$ cat config.mk
export PLATFORM = sky130hd
export DESIGN_NAME = subservient_sram_arbiter
export DESIGN_NICKNAME = d
export VERILOG_FILES = /design/src/rtl/subservient_sram_arbiter.sv
export SDC_FILE = /design/constraint.sdc
export NUM_CORES = 1
export LEC_CHECK = 0
export CAP_MARGIN = 20
export CORE_MARGIN = 2
export CORE_UTILIZATION = 55
export DETAILED_ROUTE_END_ITERATION = 8
export DONT_BUFFER_PORTS = 1
export PLACE_DENSITY = 0.7
export RECOVER_POWER = 25
export SYNTH_ARGS = -nofsm -noshare
export SYNTH_HDL_FRONTEND = slang
export SYNTH_SLANG_ARGS = --single-unit
$ cat constraint.sdc
create_clock -name i_clk -period 9.4 [get_ports i_clk]
set_input_delay 0.94 -clock i_clk [delete_from_list [all_inputs] [get_ports i_clk]]
set_output_delay 0.94 -clock i_clk [all_outputs]
set_load 0.1 [all_outputs]
$ cat src/rtl/subservient_sram_arbiter.sv
// Two-master Wishbone-classic to byte-wide SRAM arbiter.
// Each word access is split into four byte cycles, then acked.
module subservient_sram_arbiter #(
  parameter int memsize = 512,
  parameter int aw      = $clog2(memsize)
) (
  input  logic          i_clk,
  input  logic          i_rst,
  input  logic [aw-1:0] i_wb_m0_adr,
  input  logic [31:0]   i_wb_m0_dat,
  input  logic [3:0]    i_wb_m0_sel,
  input  logic          i_wb_m0_we,
  input  logic          i_wb_m0_stb,
  output logic [31:0]   o_wb_m0_rdt,
  output logic          o_wb_m0_ack,
  input  logic [aw-1:0] i_wb_m1_adr,
  input  logic [31:0]   i_wb_m1_dat,
  input  logic [3:0]    i_wb_m1_sel,
  input  logic          i_wb_m1_we,
  input  logic          i_wb_m1_stb,
  output logic [31:0]   o_wb_m1_rdt,
  output logic          o_wb_m1_ack,
  output logic [aw-1:0] o_sram_waddr,
  output logic [7:0]    o_sram_wdata,
  output logic          o_sram_wen,
  output logic [aw-1:0] o_sram_raddr,
  input  logic [7:0]    i_sram_rdata,
  output logic          o_sram_ren,
  output logic          o_grant
);

  typedef enum logic [1:0] {
    IDLE, READ, WRITE, ACK
  } state_e;

  state_e        state_q, state_d;
  logic [2:0]    cnt_q, cnt_d;
  logic          grant_q, grant_d;
  logic [aw-3:0] word_q, word_d;
  logic [31:0]   dat_q, dat_d;
  logic [3:0]    sel_q, sel_d;
  logic [31:0]   rdt0_q, rdt0_d;
  logic [31:0]   rdt1_q, rdt1_d;

  logic          req;
  logic          pick;
  logic [1:0]    bidx;
  logic          unused;

  assign unused = ^{i_wb_m0_adr[1:0], i_wb_m1_adr[1:0]};

  assign req  = i_wb_m0_stb | i_wb_m1_stb;
  // Under contention the master that did not win last time goes next.
  assign pick = (i_wb_m0_stb & i_wb_m1_stb) ? ~grant_q
                                            : i_wb_m1_stb;
  // Read data lags the address by one cycle.
  assign bidx = cnt_q[1:0] - 2'd1;

  always_ff @(posedge i_clk or posedge i_rst) begin
    if (i_rst) begin
      state_q <= IDLE;
      cnt_q   <= '0;
      grant_q <= 1'b1;
      word_q  <= '0;
      dat_q   <= '0;
      sel_q   <= '0;
      rdt0_q  <= '0;
      rdt1_q  <= '0;
    end else begin
      state_q <= state_d;
      cnt_q   <= cnt_d;
      grant_q <= grant_d;
      word_q  <= word_d;
      dat_q   <= dat_d;
      sel_q   <= sel_d;
      rdt0_q  <= rdt0_d;
      rdt1_q  <= rdt1_d;
    end
  end

  always_comb begin
    state_d     = state_q;
    cnt_d       = cnt_q;
    grant_d     = grant_q;
    word_d      = word_q;
    dat_d       = dat_q;
    sel_d       = sel_q;
    rdt0_d      = rdt0_q;
    rdt1_d      = rdt1_q;
    o_sram_ren  = 1'b0;
    o_sram_wen  = 1'b0;
    o_wb_m0_ack = 1'b0;
    o_wb_m1_ack = 1'b0;
    unique case (state_q)
      IDLE: begin
        cnt_d = '0;
        if (req) begin
          grant_d = pick;
          if (pick) begin
            word_d  = i_wb_m1_adr[aw-1:2];
            dat_d   = i_wb_m1_dat;
            sel_d   = i_wb_m1_sel;
            state_d = i_wb_m1_we ? WRITE : READ;
          end else begin
            word_d  = i_wb_m0_adr[aw-1:2];
            dat_d   = i_wb_m0_dat;
            sel_d   = i_wb_m0_sel;
            state_d = i_wb_m0_we ? WRITE : READ;
          end
        end
      end
      READ: begin
        o_sram_ren = ~cnt_q[2];
        cnt_d      = cnt_q + 3'd1;
        if (cnt_q != 3'd0) begin
          if (grant_q)
            rdt1_d[{bidx, 3'b000} +: 8] = i_sram_rdata;
          else
            rdt0_d[{bidx, 3'b000} +: 8] = i_sram_rdata;
        end
        if (cnt_q[2])
          state_d = ACK;
      end
      WRITE: begin
        o_sram_wen = sel_q[cnt_q[1:0]];
        cnt_d      = cnt_q + 3'd1;
        if (cnt_q[1:0] == 2'd3)
          state_d = ACK;
      end
      ACK: begin
        o_wb_m0_ack = ~grant_q;
        o_wb_m1_ack = grant_q;
        cnt_d       = '0;
        state_d     = IDLE;
      end
      default: begin
        state_d = IDLE;
        cnt_d   = '0;
      end
    endcase
  end

  assign o_sram_waddr = {word_q, cnt_q[1:0]};
  assign o_sram_raddr = {word_q, cnt_q[1:0]};
  assign o_sram_wdata = dat_q[{cnt_q[1:0], 3'b000} +: 8];
  assign o_wb_m0_rdt  = rdt0_q;
  assign o_wb_m1_rdt  = rdt1_q;
  assign o_grant      = grant_q;

endmodule

==> impl_metrics.py <==
metrics = {
    "routing": {
        "drc_errors": 0,
        "detail_route.vias_per_cell": 5.70,
        "totalWireLength_um": 11800,
        "ant_nets": 0,
        "dr_total_vias": 3262,
        "drt_first_pass_iters": 4,
        "first_iter_violations": 226,
        "wl_per_cell_um": 20.6,
    },
    "clock_tree": {
        "tritoncts": "yes",
        "ctsResizeCount": 0,
        "cts-buffers-inserted": 17,
        "cts_max_level": 4,
        "clock_path_buffers": 2,
        "clk_pin_slew_ns": 0.05,
        "cts_setup_buffers": 0,
        "numClockSinks": 113,
        "insertion_delay_ns": 0.51,
        "hold_buffers": 0,
        "cts_root_buf": "clkbuf_8",
    },
    "worst_setup_path": {
        "cp_max_fo": 61,
        "critPathLaunch": "i_rst",
        "path_class": "in2async",
        "critPathMaxStageDelay_ns": 2.37,
        "r2r_slack_ns": 6.60,
        "cp.arrival_ns": 4.64,
        "cp-end-kind": "asynchronous set/reset pin",
        "start_kind": "primary input",
        "critPathTopFamily": "buffers and inverters",
        "cp.required_ns": 9.03,
        "crit_path_top_delay_cell": "clkbuf_1",
        "r2r_start": "o_grant",
        "crit_buf_inv": 2,
        "worstPathCellList": "clkinvlp_2 -> clkbuf_1",
    },
    "logic_synthesis": {
        "synth_area_leaders": "dfrtp_1 50%, mux2i_1 7.9%, mux2_4 6.5%",
        "synthCells": 441,
        "ys_warn_count": 0,
        "seq_area_frac_synth": 0.510,
        "synth.cell_area_um2": 5550,
        "synth_top_area_share": 0.505,
        "synth_fp_nets": 556,
        "synth_cell_types": 36,
        "synth_seq_cells": 113,
        "avgSynthCellArea_um2": 12.6,
        "synth_top_cell_by_area": "dfrtp_1",
    },
    "cells_and_area": {
        "diodes": 0,
        "fin_nets": 541,
        "final_cell_mix": "104 x dfrtp_1, 45 x nand2_1, 44 x mux2i_1",
        "final_core_util": 0.626,
        "drive_above_1_share": 0.212,
        "final_area_um2": 6120,
        "syn2layout_area_growth_pct": 10.2,
        "final_common_cell": "dfrtp_1",
    },
    "grt": {
        "grt_pass1_vias": 3454,
        "antenna_found_initial": 0,
        "grt_first_pass_wirelength_um": 19000,
        "use_met2": 0.356,
        "grt_usage": 0.228,
        "grt_max_degree": 87,
        "met1_usage": 0.297,
        "grt_busiest_layer": "met2",
        "met3_usage": 0.0846,
        "grt_overflow": 0,
    },
    "die": {
        "coreArea_um2": 9770,
        "ioPinCount": 199,
        "rows": 36,
        "die_y_um": 104,
        "die_w_um": 104,
        "start_util": 0.568,
        "design.die.area_um2": 10900,
    },
    "sta": {
        "rsz0062_at_grt": "no",
        "slew_violations": 132,
        "tns_ns": 0,
        "worst_pin_slew_ns": 3.23,
        "period_needed_ns": 5.00,
        "finalClockSkew_ns": 0.00947,
        "relSlewSlack": -1.15,
        "setup_viol": 0,
        "final_hold_viol_count": 0,
        "fmax_mhz": 200,
        "final.period_utilization": 0.532,
    },
    "placed_design": {
        "placed_cell_area_um2": 5520,
        "io_buffer_count": 0,
        "place.gp.congestion": 0.827,
        "place_hpwl_um": 8460,
    },
    "min_path": {
        "hp-start": "dat_q[21]",
        "min_path_type": "reg2reg",
    },
    "run": {
        "cap_violations": 3,
    },
    "run_status": {
        "violations": "max-capacitance violations, max-slew violations",
        "outcome": "finished with violations",
    },
}
[per-stage QoR]
stage	hold slack, ns	worst slack, ns	instances
finish	0.475	4.40	572
global route	0.489	3.38	572
CTS	0.408	5.72	572
detailed placement	0.470	6.26	540
global placement	0.463	6.26	540
floorplan	0.450	5.47	441
[cells by family (layout without fill, tap and decap cells)]
family | after synthesis | count (layout) | synth area share
xor+xnor | 1 | 1 | 0.00158
flops | 113 | 113 | 0.510
simple gates | 102 | 102 | 0.106
mux | 101 | 101 | 0.229
compound gates | 67 | 67 | 0.0746
fa+ha+maj | 11 | 11 | 0.0248
buf+inv | 46 | 44 | 0.0537
[registers in the layout, indices dropped and copies added, names as in the netlist]
name and cells:
state_q 2, o_wb_m1_rdt 32, dat_q 32, o_grant 1
word_q 7, o_wb_m0_rdt 32, cnt_q 3, sel_q 4
[worst paths after layout]
path | end | cells past startpoint
max | cnt_q[0] | 2
min | dat_q[21] | 2
max reg2reg | o_wb_m0_rdt[23] | 2
min reg2reg | dat_q[21] | 2
max in group i_clk | o_wb_m1_ack | 1
min in group asynchronous | sel_q[3] | 1
[layout make-up]
class	instances	area, um^2
timing repair buffer	5	33.8
clock buffer	20	445
tap	133	166
multi-input combinational	282	2450
sequential	113	2840
clock inverter	12	155
inverter	7	27.5
fill	757	3660
[routing by layer]
layer / vias to the layer above / part of all wire
met5: - / 0
met4: 0 / 0.010
met3: 10 / 0.078
met2: 136 / 0.48
met1: 1601 / 0.43
li1: 1515 / -
[cell usage after synthesis]
cell / count
nand2b_1: 11
and4bb_1: 1
nand3_1: 1
mux2_4: 24
clkbuf_1: 9
ha_1: 11
xnor2_1: 1
a21boi_1: 1
nor4b_4: 1
nor2_2: 8
nand2_1: 45
o2111ai_1: 2
a21oi_1: 1
o2bb2ai_1: 1
nand4bb_1: 4
buf_2: 7
dfstp_2: 1
mux2_1: 24
mux4_2: 9
nand4b_4: 3
nand4b_1: 1
inv_1: 7
buf_4: 15
or3b_1: 2
nor2_1: 18
nand4_2: 1
dfrtp_1: 112
or2_1: 1
buf_6: 8
o21ai_1: 44
a2bb2oi_1: 1
nor2b_1: 2
and2_1: 3
a22o_1: 16
mux2i_1: 44
a31oi_1: 1
Power is not shown: default switching activity piles up to over one toggle a cycle in this logic, so the estimate is an artifact.
